`src/rtl/prbs_pkg.sv`:
```
// Shared definitions for the PRBS generator/checker: mode encodings,
// per-mode polynomial taps and the checker state type.
package prbs_pkg;

  localparam logic [2:0] MODE_PRBS7  = 3'd0;
  localparam logic [2:0] MODE_PRBS9  = 3'd1;
  localparam logic [2:0] MODE_PRBS15 = 3'd2;
  localparam logic [2:0] MODE_PRBS23 = 3'd3;
  localparam logic [2:0] MODE_PRBS31 = 3'd4;

  // x^N + x^M + 1, indexed by mode; codes 5..7 alias PRBS31
  localparam logic [4:0] PRBS_N [0:7] = '{5'd7, 5'd9, 5'd15, 5'd23,
                                          5'd31, 5'd31, 5'd31, 5'd31};
  localparam logic [4:0] PRBS_M [0:7] = '{5'd6, 5'd5, 5'd14, 5'd18,
                                          5'd28, 5'd28, 5'd28, 5'd28};

  typedef enum logic [0:0] {
    HUNT   = 1'b0,
    LOCKED = 1'b1
  } chk_state_t;

endpackage

```
`src/rtl/prbs_step.sv`:
```
// Combinational WIDTH-step Fibonacci LFSR advance. With EXT_FEED=0 the
// predicted bits are fed back (generator); with EXT_FEED=1 the feed bits are
// shifted in instead (self-synchronising checker prediction).
module prbs_step #(
  parameter int WIDTH    = 8,
  parameter bit EXT_FEED = 1'b0
) (
  input  logic [30:0]      state,
  input  logic [4:0]       tap_n,
  input  logic [4:0]       tap_m,
  input  logic [WIDTH-1:0] feed,
  output logic [WIDTH-1:0] bits,
  output logic [30:0]      state_next
);

  always_comb begin
    logic [30:0] s;
    logic        pred;
    s    = state;
    pred = 1'b0;
    bits = '0;
    // MSB is the oldest bit of the word, so it is processed first
    for (int i = WIDTH - 1; i >= 0; i--) begin
      pred    = s[tap_n - 5'd1] ^ s[tap_m - 5'd1];
      bits[i] = pred;
      s       = {s[29:0], (EXT_FEED ? feed[i] : pred)};
    end
    state_next = s;
  end

endmodule

```
`src/rtl/prbs_gen_check.sv`:
```
// Parallel multi-mode PRBS generator plus self-synchronising checker with
// lock tracking and saturating bit-error count. Optional: PRBS_ERROR_INJECT_EN.
//
// state  | meaning
// HUNT   | waiting for LOCK_COUNT consecutive clean words; errors not counted
// LOCKED | errors accumulated; LOSS_COUNT consecutive errored words drop lock
module prbs_gen_check
  import prbs_pkg::*;
#(
  parameter int OUTPUT_WIDTH = 8,
  parameter int ERR_WIDTH    = 32,
  parameter int LOCK_COUNT   = 16,
  parameter int LOSS_COUNT   = 4
) (
  input  logic                    clock,
  input  logic                    reset,
  input  logic [2:0]              mode,
  input  logic                    enable,
  output logic [OUTPUT_WIDTH-1:0] tx_data,
  output logic                    tx_valid,
  input  logic [OUTPUT_WIDTH-1:0] rx_data,
  input  logic                    rx_valid,
  input  logic                    clear_errors,
`ifdef PRBS_ERROR_INJECT_EN
  input  logic                    inject_error,
`endif
  output logic                    locked,
  output logic [ERR_WIDTH-1:0]    err_count,
  output logic                    err_word
);

  localparam int W  = OUTPUT_WIDTH;
  localparam int GW = $clog2(LOCK_COUNT + 1);
  localparam int BW = $clog2(LOSS_COUNT + 1);
  localparam int PW = $clog2(W + 1);
  localparam int SW = ((ERR_WIDTH > PW) ? ERR_WIDTH : PW) + 1;

  localparam logic [GW-1:0]        GOOD_LAST = GW'(LOCK_COUNT - 1);
  localparam logic [BW-1:0]        BAD_LAST  = BW'(LOSS_COUNT - 1);
  localparam logic [ERR_WIDTH-1:0] ERR_MAX   = '1;

  logic [2:0]     mode_q;
  logic           mode_chg;
  logic [4:0]     tap_n, tap_m;
  logic [30:0]    lfsr, lfsr_adv;
  logic [W-1:0]   gen_bits;
  logic [W-1:0]   flip;
  logic [30:0]    hist, hist_adv;
  logic [W-1:0]   pred_bits, err_vec, e_q;
  logic           chk_v;
  logic [PW-1:0]  pop;
  logic [SW-1:0]  sum;
  logic [ERR_WIDTH-1:0] acc;
  logic           word_bad;
  chk_state_t     state;
  logic [GW-1:0]  good_run;
  logic [BW-1:0]  bad_run;

  assign mode_chg = (mode != mode_q);
  assign tap_n    = PRBS_N[mode_q];
  assign tap_m    = PRBS_M[mode_q];

  prbs_step #(.WIDTH(W), .EXT_FEED(1'b0)) u_gen_step (
    .state      (lfsr),
    .tap_n      (tap_n),
    .tap_m      (tap_m),
    .feed       ('0),
    .bits       (gen_bits),
    .state_next (lfsr_adv)
  );

  prbs_step #(.WIDTH(W), .EXT_FEED(1'b1)) u_chk_step (
    .state      (hist),
    .tap_n      (tap_n),
    .tap_m      (tap_m),
    .feed       (rx_data),
    .bits       (pred_bits),
    .state_next (hist_adv)
  );

  assign err_vec = rx_data ^ pred_bits;

`ifdef PRBS_ERROR_INJECT_EN
  logic inj_q, inj_pend, inj_now;

  // a rising edge is consumed by the next word actually emitted
  assign inj_now = inj_pend | (inject_error & ~inj_q);
  assign flip    = inj_now ? (W'(1) << (W - 1)) : '0;

  always_ff @(posedge clock) begin
    if (!reset) begin
      inj_q    <= 1'b0;
      inj_pend <= 1'b0;
    end else begin
      inj_q <= inject_error;
      if (enable && !mode_chg) inj_pend <= 1'b0;
      else if (inj_now)        inj_pend <= 1'b1;
    end
  end
`else
  assign flip = '0;
`endif

  // generator; a mode change reseeds and emits no word that cycle
  always_ff @(posedge clock) begin
    if (!reset) begin
      mode_q   <= mode;
      lfsr     <= '1;
      tx_data  <= '0;
      tx_valid <= 1'b0;
    end else begin
      mode_q <= mode;
      if (mode_chg) begin
        lfsr     <= '1;
        tx_valid <= 1'b0;
      end else begin
        tx_valid <= enable;
        if (enable) begin
          lfsr    <= lfsr_adv;
          tx_data <= gen_bits ^ flip;
        end
      end
    end
  end

  always_ff @(posedge clock) begin
    if (!reset) begin
      hist     <= '0;
      e_q      <= '0;
      chk_v    <= 1'b0;
      err_word <= 1'b0;
    end else begin
      chk_v    <= rx_valid;
      err_word <= rx_valid & (|err_vec);
      if (rx_valid) begin
        hist <= hist_adv;
        e_q  <= err_vec;
      end
    end
  end

  always_comb begin
    pop = '0;
    for (int i = 0; i < W; i++) pop = pop + PW'(e_q[i]);
  end

  assign word_bad = |e_q;
  assign sum      = SW'(err_count) + SW'(pop);
  assign acc      = (sum > SW'(ERR_MAX)) ? ERR_MAX : sum[ERR_WIDTH-1:0];
  assign locked   = (state == LOCKED);

  always_ff @(posedge clock) begin
    if (!reset) begin
      state     <= HUNT;
      good_run  <= '0;
      bad_run   <= '0;
      err_count <= '0;
    end else begin
      if (clear_errors)
        err_count <= '0;
      else if (!mode_chg && chk_v && state == LOCKED)
        err_count <= acc;

      if (mode_chg) begin
        state    <= HUNT;
        good_run <= '0;
        bad_run  <= '0;
      end else if (chk_v) begin
        if (state == HUNT) begin
          if (word_bad) begin
            good_run <= '0;
          end else if (good_run == GOOD_LAST) begin
            state    <= LOCKED;
            good_run <= '0;
            bad_run  <= '0;
          end else begin
            good_run <= good_run + GW'(1);
          end
        end else begin
          if (!word_bad) begin
            bad_run <= '0;
          end else if (bad_run == BAD_LAST) begin
            state    <= HUNT;
            good_run <= '0;
            bad_run  <= '0;
          end else begin
            bad_run <= bad_run + BW'(1);
          end
        end
      end
    end
  end

endmodule

```
`config.mk`:
```
export PLATFORM = sky130hd
export DESIGN_NAME = prbs_gen_check
export DESIGN_NICKNAME = d
export VERILOG_FILES = /design/src/rtl/prbs_pkg.sv /design/src/rtl/prbs_step.sv /design/src/rtl/prbs_gen_check.sv
export SDC_FILE = /design/constraint.sdc
export NUM_CORES = 1
export LEC_CHECK = 0
export BUFFER_PORTS_ARGS = -buffer_cell sky130_fd_sc_hd__buf_2
export CORE_ASPECT_RATIO = 0.8
export CORE_UTILIZATION = 33
export CTS_CLUSTER_SIZE = 30
export DETAILED_ROUTE_END_ITERATION = 8
export GPL_ROUTABILITY_DRIVEN = 1
export HOLD_SLACK_MARGIN = 0.1
export PLACE_DENSITY = 0.53
export SETUP_SLACK_MARGIN = 0.15
export SYNTH_ARGS = -nofsm -noshare
export SYNTH_HDL_FRONTEND = slang
export SYNTH_SLANG_ARGS = --single-unit
```
`constraint.sdc`:
```
create_clock -name clock -period 6.1 [get_ports clock]
set_input_delay 0.305 -clock clock [delete_from_list [all_inputs] [get_ports clock]]
set_output_delay 0.305 -clock clock [all_outputs]
set_load 0.01 [all_outputs]
```
Yosys cells after proc, flatten, opt, wreduce, memory -nomap -nowiden
Memories as Yosys holds them, arrays and structs flattened. Index checks and enable logic that the tools add are counted.

Mux-type cells: 84. Bitwise logic cells: 21. $lt $le $gt $ge: 4. Add/sub/neg operators: 12. Reductions and logical operators: 11. Equality and inequality tests: 6.

Operators by type and width (number): binary-select mux 1 bit (select 5 bit) (32); two-way mux 5 bit (9); two-way mux 1 bit (37); adder 32 x 4 -> 33 bit (1); > comparator 33 x 32 -> 1 bit (second input constant) (1); two-way mux 32 bit (1); adder 4 x 1 -> 4 bit (4); OR reduction 8 bit (2); bitwise XOR 1 bit (16); two-way mux 3 bit (5); less-than comparator 5 x 6 -> 1 bit (second input constant) (2); subtractor 5 x 1 -> 5 bit (second input constant) (2); bitwise XOR 8 bit (1); AND reduction 3 bit (2); adder 5 x 1 -> 5 bit (second input constant) (1); == test 5 x 4 -> 1 bit (second input constant) (1); adder 3 x 1 -> 4 bit (1); greater-or-equal comparator 4 bit (second input constant) (1); inequality test 2 x 1 -> 1 bit (second input constant) (2); inverter 3 -> 4 bit (1); OR reduction 2 bit (2); adder 2 x 1 -> 3 bit (1); adder 3 x 1 -> 3 bit (second input constant) (1); == test 3 x 2 -> 1 bit (second input constant) (1); 9 further kinds (11).

Register bits after elaboration: 125. Output and inout port bits: 43. Memory bits (read-only): 80. Input port bits: 16. Memories kept: 2. Logic and storage cells: 152.

Memory list: (name not given) (depth 8, width 5, rd ports 1, clocked after memory_dff 0, wr ports 0, RTL line prbs_gen_check.sv:61) `assign tap_m = PRBS_M[mode_q];`; (name not given) (depth 8, width 5, rd ports 1, clocked after memory_dff 0, wr ports 0, RTL line prbs_gen_check.sv:60) `assign tap_n = PRBS_N[mode_q];`.

Logic depth before layout (Yosys ltp)
Gate-level depths: netlist of the first run.

Depth after elaboration: 29. Mapped depth: 24. Gate-level depth less buffers: 20.

Modules after synthesis
A second synthesis of the first run with hierarchy kept.

Cell total of the unflattened synthesis: 1540. Area total of the unflattened synthesis: 13477.9 um2.

By module, submodules not included: prbs_gen_check (seq. area each 2502.4 um2, area each 5562.8 um2, cells an instance 585, times used 1); prbs_step at u_gen_step (seq. area each 0.0 um2, area each 4374.2 um2, cells an instance 593, times used 1); prbs_step at u_chk_step (seq. area each 0.0 um2, area each 3540.9 um2, cells an instance 362, times used 1).

Least setup slack after synthesis of the first run
Ideal clock, no wire load.

Path kind: flip-flop to flip-flop. Start: register mode_q[1]. End: register tx_data[0]. Stages on the path, launching flop included: 23. Setup slack: 0.892 ns. Arrival time: 5.146 ns. Path buffers: 2. Period minus slack after synthesis: 5.208 ns. Path through: dfxtp_1 > inv_1 > ha_1 > buf_4 > buf_2 > or4b_1 > o21ai_1 > a21oi_1 > a22oi_1 > a21oi_1 > a221oi_2 > a21oi_2 > xnor2_2 > or3_1 > a32oi_2 > nor3b_4 > o31ai_1 > a211o_1 > a211o_1 > a32oi_2 > a211oi_2 > or4_1 > nand3_1.

Word-level cells in the longest chain between the ends: 29. Elaborated cells between the ends (all ways): 52. Those cells by class: 2 x add/sub; 1 x eq/ne; 36 x mux; 10 x bitwise; 1 x reduce/logical; 2 x memory.

RTL lines: start, declared (RTL line prbs_gen_check.sv:42) `logic [2:0] mode_q;`; start signal, assigned (RTL line prbs_gen_check.sv:107) `mode_q <= mode;`; start signal, assigned (RTL line prbs_gen_check.sv:112) `mode_q <= mode;`; inverter 3 -> 4 bit (not written as such) (RTL line prbs_gen_check.sv:60, prbs_gen_check.sv:61); memory (8 x 5 bit), on equally long branches; two-way mux 5 bit, on equally long branches (2 in series) (RTL line prbs_gen_check.sv:60, prbs_gen_check.sv:61); subtractor 5 x 1 -> 5 bit (RTL line prbs_step.sv:24) `pred = s[tap_n - 5'd1] ^ s[tap_m - 5'd1];`; binary-select mux 1 bit (select 5 bit) (RTL line prbs_step.sv:24); two-way mux 1 bit (not written as such) (RTL line prbs_step.sv:24); bitwise XOR 1 bit (RTL line prbs_step.sv:24); binary-select mux 1 bit (select 5 bit) (RTL line prbs_step.sv:24); [12 not listed]; two-way mux 1 bit (not written as such) (RTL line prbs_step.sv:24); bitwise XOR 1 bit (RTL line prbs_step.sv:24); binary-select mux 1 bit (select 5 bit) (RTL line prbs_step.sv:24); two-way mux 1 bit (not written as such) (RTL line prbs_step.sv:24); bitwise XOR 1 bit (RTL line prbs_step.sv:24); binary-select mux 1 bit (select 5 bit) (RTL line prbs_step.sv:24); two-way mux 1 bit (not written as such) (RTL line prbs_step.sv:24); bitwise XOR 1 bit (RTL line prbs_step.sv:24); end signal, assigned (RTL line prbs_gen_check.sv:120) `tx_data <= gen_bits ^ flip;`; end, declared (RTL line prbs_gen_check.sv:19) `output logic [OUTPUT_WIDTH-1:0] tx_data,`.

Several ways; a longest one is shown, not always the timed one. The select of a mux whose other input is x is not followed. A chain may end at the register's enable or synchronous reset.

Worst setup path after layout of the first run
Start: register mode_q[1]. End: register lfsr[0].

Word-level cells in the longest chain between the ends: 29. Elaborated cells between the ends (all ways): 51. Those cells by class: 2 x add/sub; 1 x eq/ne; 36 x mux; 9 x bitwise; 1 x reduce/logical; 2 x memory.

RTL lines: inverter 3 -> 4 bit (not written as such) (RTL line prbs_gen_check.sv:60, prbs_gen_check.sv:61); memory (8 x 5 bit), on equally long branches; two-way mux 5 bit, on equally long branches (2 in series) (RTL line prbs_gen_check.sv:60, prbs_gen_check.sv:61); subtractor 5 x 1 -> 5 bit (RTL line prbs_step.sv:24); binary-select mux 1 bit (select 5 bit) (RTL line prbs_step.sv:24); two-way mux 1 bit (not written as such) (RTL line prbs_step.sv:24); bitwise XOR 1 bit (RTL line prbs_step.sv:24); binary-select mux 1 bit (select 5 bit) (RTL line prbs_step.sv:24); [12 not listed]; two-way mux 1 bit (not written as such) (RTL line prbs_step.sv:24); bitwise XOR 1 bit (RTL line prbs_step.sv:24); binary-select mux 1 bit (select 5 bit) (RTL line prbs_step.sv:24); two-way mux 1 bit (not written as such) (RTL line prbs_step.sv:24); bitwise XOR 1 bit (RTL line prbs_step.sv:24); binary-select mux 1 bit (select 5 bit) (RTL line prbs_step.sv:24); two-way mux 1 bit (not written as such) (RTL line prbs_step.sv:24); bitwise XOR 1 bit (RTL line prbs_step.sv:24); end signal, assigned (RTL line prbs_gen_check.sv:119) `lfsr <= lfsr_adv;`; end, declared (RTL line prbs_gen_check.sv:45) `logic [30:0] lfsr, lfsr_adv;`.

Several ways; a longest one is shown, not always the timed one. The select of a mux whose other input is x is not followed.

==> flow_summary.toml, run 1 <==
[synthesis]
synth_top_cell_by_area = "dfxtp_1"
ys_types = 87
ys_ff_latch = 125
ys_seq_area_frac = 0.2420
synth_area_per_cell_um2 = 7.840
ys.flop_type = "dfxtp_1"
synthTopCellsByArea = "dfxtp_1 24%, mux2i_1 12%, nand2_1 6.9%"
synth_nets = 1353
synth_top_area_frac = 0.2420
syn-cell-area_mm2 = 0.01034
synth-edff-count = 0
yosysWarnings = 0
netlist_instances = 1319
synth-async-reset-ratio = 0

[placement]
placedCellCount = 1756
pre_cts_ws_ns = 0.05577
hpwlAfterDp_um = 28600
io_buffers = 58
place_congestion = 0.9730

[clock_network]
cts_buffer_depth = 2
htree_levels = 4
cts_root_buf = "clkbuf_16"
tritoncts = "yes"
cts_num_sinks = 125
insertion_delay_ns = 0.44
clk_pin_slew_ns = 0.07
cts_buffers = 17

[route]
vias = 10659
routed_wl_um = 39480
wl_per_cell_um = 21.90
via_per_inst = 5.912
ant_nets = 0
drc = 0
drtPass1Iterations = 6
first_iter_violations = 1202

[setup_path]
worstPathMaxFanout = 31
worstPathArrival_ns = 6.12
ff2ff_path_depth = 22
r2r-start = "mode_q[1]"
crit_start = "mode_q[1]"
cp-start-kind = "register"
r2r-end = "lfsr[0]"
worst-r2r-setup-slack_ns = 0.36
worstSetupPathType = "register to register"
cp_data_required_time_ns = 6.48
endpoint_kind = "register"

[sta]
min_period_over_period = 0.9411
worst_clock_skew_ns = 0.01140
finalHoldViolations = 0
period_needed_ns = 5.740
worst_pin_slew_ns = 1.057
holdWs_ns = 0.1922
finalSetupTns_ns = 0
drv_slew = 0
rsz0062_at_grt = "false"
setup_ws_ns = 0.3595
setup_violations = 0
max_clock_freq_ghz = 0.1742
slew_headroom = 0.2892

[layout]
final_cell_mix = "187 x nand2_1, 123 x dfxtp_1, 120 x mux2i_1, 94 x a21oi_1"
area_growth_pct = 18.72
multi_input_area_mm2 = 0.007559
mostFrequentLayoutCell = "nand2_1"
num_antenna_cells = 0
nFillCells = 3141
drive_gt1_frac = 0.1871
layout.nets = 1411
layoutNonFillerInstCount = 1803
ff_latch_area_mm2 = 0.002505
post-route-util = 0.4013

[global_routing]
overflow = 0
antenna_found_initial = 0
grtUsageTotal = 0.2426
grt_pass1_wl_um = 59200
grt_pass1_vias = 9602
grt_max_degree = 45

[power]
powerDensity_mw_per_mm2 = 211.1
power.leakage_nw = 4.861
peakVddDrop_uv = 192.2

[floorplanning]
die_h_um = 160.3
row_count = 57
start_util = 0.3380
io_pins = 59
die_w_um = 199.9
core_area_mm2 = 0.03060
die_area_mm2 = 0.03205

[status]
status = "complete, no violations"

[job]
drv_cap = 0

[min_path]
hold_end = "hist[0]"
min_from = "rx_data[0]"
min_path_type = "input pin to register"
whs_path_depth = 3
==> power by group <==
group          total, mW  switching [mW]  internal (mW)  leakage (nW)
logic              0.670           0.414          0.256          3.56
registers          0.863          0.0280          0.835          1.01
clock network       1.06           0.442          0.616         0.288
total               2.59           0.884           1.71          4.86
==> sequential cells by signal, indices dropped and copies added (netlist names), 3 cells and up <==
signal,cells
mode_q,3
err_count,32
good_run,5
e_q,8
lfsr,31
tx_data,8
hist,31
bad_run,3
==> per-layer routing <==
metal	vias up	part of all wire	track usage	wire [um]
met4	0	0.011	0.04268	432
met1	5105	0.48	0.3782	18910
li1	4944	-	-	-
met5	-	0	0	0
met3	47	0.11	0.06300	4361
met2	563	0.40	0.3292	15780
==> final cells by class <==
cell class	count	area share
tap	413	0.04209
multi-input combinational	1062	0.6157
clock buffer	17	0.03465
inverter	29	0.008867
sequential	125	0.2040
clock inverter	15	0.01468
timing repair buffer	142	0.08000
==> per-stage QoR <==
stage / power, mW / area [um2]
after floorplan: 1.309 / 10340
after global placement: 1.497 / 11310
after detailed placement: 1.498 / 11310
after CTS: 2.564 / 11960
after global routing: 2.702 / 12280
final: 2.592 / 12280
==> cell usage after synthesis, drive strengths merged, types with 6 or more instances <==
library cell and number:
and3 19, nor2 78, a221oi 14, nand3 60
mux2 8, nor2b 48, nand2 191, mux4 22
o211ai 22, o211a 7, a22oi 7, a311oi 7
nand4 12, nor3 22, o31ai 7, and2 17
a211oi 33, nor4 8, dfxtp 125, mux2i 125
a21oi 96, buf 36, xnor2 29, o21ai 59
ha 13, xor2 23, clkbuf 68, nand2b 11
a31oi 22, inv 29, a21o 6, o22ai 12
==> worst max-delay path by stage <==
stage | end | slack [ns] | depth (start not counted)
3_3_place_gp | lfsr[0] | 0.25 | 22
4_1_cts | lfsr[0] | 0.18 | 22
6_report | lfsr[0] | 0.36 | 22
5_1_grt | tx_data[0] | 0.13 | 22
3_5_place_dp | lfsr[0] | 0.06 | 20
2_1_floorplan | tx_data[0] | 0.89 | 22
==> cell families (layout without fill, tap and decap cells) <==
logic type	Yosys count	after routing	synth area share
adders and majority gates	18	18	0.02541
xor gates and xnor gates	52	52	0.04767
and+or+nand+nor	495	496	0.2316
AOI/OAI and AO/OA	341	341	0.2240
buffers and inverters	133	203	0.05142
DFF	125	125	0.2420
muxes	155	155	0.1780
==> repair_timing <==
| item | in CTS | in global routing |
|---|---|---|
| endpoints found under the setup margin | 2 | 4 |
| buffers inserted | 0 | 10 |
| hold endpoints to repair | 3 | 0 |
| pin swaps | 0 | 6 |
| hold buffers | 3 | 0 |
| gates resized for setup | 2 | 41 |
| cloned | 0 | 2 |
==> worst max-delay path: stages, from the launching register on <==
cell and delay (ns):
dfxtp_2 0.37, inv_1 0.09, ha_1 0.25, buf_12 0.20
xnor2_4 0.25, nand2_4 0.14, buf_4 0.23, mux4_2 0.35
a31oi_1 0.22, nand3_1 0.17, and2_2 0.28, a21oi_4 0.20
xnor2_4 0.14, or3_1 0.41, a32oi_2 0.26, nor3b_4 0.33
o31ai_1 0.12, a211o_1 0.33, a211o_1 0.29, a32oi_2 0.30
a211oi_2 0.14, or4_1 0.52, nand3_1 0.09
No activity file was read; power rests on OpenSTA's default activity.
==> run 2, diff against run 1 <==
clock period = 6.3 ns   (was 6.1 ns; I/O delays follow)
==> run 2 against run 1 <==
Routed wire length fell by 1.2%; hold slack improved by 0.042 ns; die area did not move; sequential power fell by 3.2%; count of clock-buffer cells in the layout did not move; critical path depth fell by 2; via count fell by 1.8%; fmax fell by 1.2%; global-route usage rose by 0.40 points; cell area fell by 1.9%; register-to-register slack improved by 0.13 ns.
==> flow_summary.toml, run 2 (synthesis results as in run 1) <==
[status]
status = "complete, no violations"

[global_routing]
grt_pass1_vias = 9510
grtUsageTotal = 0.2467
overflow = 0
grt_max_degree = 45
antenna_found_initial = 1
grt_pass1_wl_um = 59840

[clock_network]
insertion_delay_ns = 0.43
tritoncts = "yes"
cts_buffer_depth = 2
clk_pin_slew_ns = 0.06
cts_root_buf = "clkbuf_16"
htree_levels = 4
cts_num_sinks = 125
cts_buffers = 17

[sta]
worst_clock_skew_ns = 0.01297
finalHoldViolations = 0
holdWs_ns = 0.2339
worst_pin_slew_ns = 0.9966
max_clock_freq_ghz = 0.1721
setup_violations = 0
drv_slew = 0
finalSetupTns_ns = 0
min_period_over_period = 0.9226
period_needed_ns = 5.812
rsz0062_at_grt = "false"
slew_headroom = 0.3286

[power]
internal-power_mw = 1.724
powerDensity_mw_per_mm2 = 213.2
combPwrFrac = 0.247
power.net_switching_mw = 0.8433
switching_share = 0.3285
pwr-share-clk = 0.428
total_power_mw = 2.567
seqPwrFrac = 0.325
power.leakage_nw = 4.764
peakVddDrop_uv = 254.9

[setup_path]
worstPathArrival_ns = 6.18
endpoint_kind = "register"
worstSetupPathType = "register to register"
cp_data_required_time_ns = 6.67
cp-start-kind = "register"
worstPathMaxFanout = 31
worst-r2r-setup-slack_ns = 0.49

[layout]
area_growth_pct = 16.47
post-route-util = 0.3937
nFillCells = 3167
multi_input_area_mm2 = 0.007466
final_cell_mix = "189 x nand2_1, 124 x dfxtp_1, 119 x mux2i_1, 95 x a21oi_1, 76 x nor2_1"
reg_top3 = "err_count (32), hist (31), lfsr (31)"
largest_reg_flops = 32
ff_latch_area_mm2 = 0.002504
drive_gt1_frac = 0.1695
mostFrequentLayoutCell = "nand2_1"
regMostFlops = "err_count"
layoutNonFillerInstCount = 1784
layout.nets = 1390

[route]
via_per_inst = 5.867
ant_nets = 0
first_iter_violations = 1082
drc = 0
vias = 10466
wl_per_cell_um = 21.87
routed_wl_um = 39020
drtPass1Iterations = 8

[placement]
place_congestion = 1.024
hpwlAfterDp_um = 28310
io_buffers = 58
placedCellCount = 1743

[job]
drv_cap = 0

[min_path]
min_path_type = "input pin to register"

[floorplanning]
row_count = 57
die_h_um = 160.3
core_area_mm2 = 0.03060
die_w_um = 199.9
io_pins = 59
die_area_mm2 = 0.03205
start_util = 0.3380
==> run 2: cell count changes in the layout (fill, tap and decap cells not counted), sizes merged <==
| cell | delta |
|---|---|
| buf | -19 |
| diode | +2 |
| inv | +1 |
| nand2b | -1 |
| clkinvlp | -3 |
| bufinv | +2 |
| clkbuf | -1 |
==> run 2: path summary, 6_finish.rpt <==
path / start / to / cells past startpoint
hold / removal: rx_data[0] / hist[0] / 3
setup / recovery: mode_q[0] / tx_data[0] / 20
setup reg to reg: mode_q[0] / tx_data[0] / 20
hold reg to reg: bad_run[2] / bad_run[2] / 1
==> run 2: critical path, stage by stage, from the launching register on <==
cell,delay [ns]
dfxtp_1,0.47
ha_2,0.36
buf_6,0.28
xor2_2,0.31
nor2_2,0.08
mux2i_1,0.29
a22oi_1,0.19
a21o_2,0.30
a221oi_4,0.38
a21oi_2,0.13
xnor2_2,0.17
or3_1,0.39
a32oi_2,0.27
nor3b_4,0.32
o31ai_1,0.12
a211o_1,0.34
a211o_1,0.31
a32oi_2,0.29
a211oi_2,0.13
or4_1,0.52
nand3_1,0.09
==> run 2: layer usage <==
metal | routed length (um) | part of all wire | vias up | track usage
li1 | - | - | 4908 | -
met1 | 19360 | 0.50 | 4997 | 0.3893
met2 | 14980 | 0.38 | 507 | 0.3141
met3 | 4148 | 0.11 | 54 | 0.07623
met4 | 529 | 0.014 | 0 | 0.05552
met5 | 0 | 0 | - | 0
==> run 2: cell type report <==
| type | count | area share |
|---|---|---|
| clock inverter | 15 | 0.01860 |
| timing repair buffer | 122 | 0.06597 |
| multi-input combinational | 1061 | 0.6199 |
| antenna | 2 | 0.0004155 |
| sequential | 125 | 0.2079 |
| inverter | 29 | 0.009038 |
| clock buffer | 17 | 0.03532 |
| tap | 413 | 0.04290 |
==> run 2: power groups by stage <==
stage / combinational [mW] / clock [mW] / sequential [mW]
2_1_floorplan: 0.427 / 0 / 0.841
6_report: 0.634 / 1.10 / 0.835
3_3_place_gp: 0.597 / 0 / 0.852
4_1_cts: 0.603 / 1.12 / 0.834
5_1_grt: 0.685 / 1.17 / 0.837
3_5_place_dp: 0.597 / 0 / 0.852
==> run 2: timing repair <==
item,CTS,global route
endpoints found under the setup margin,2,4
buffers inserted,0,4
endpoints found under the hold margin,3,0
gates resized for setup,2,27
pin swaps,0,5
hold buffers,3,0
==> run 2: metrics by stage <==
stage / worst slack [ns] / area, um2
4_1_cts: 0.2125 / 11880
3_5_place_dp: 0.1498 / 11190
3_3_place_gp: 0.3269 / 11190
5_1_grt: 0.1569 / 12040
6_report: 0.4878 / 12040
2_1_floorplan: 1.092 / 10340
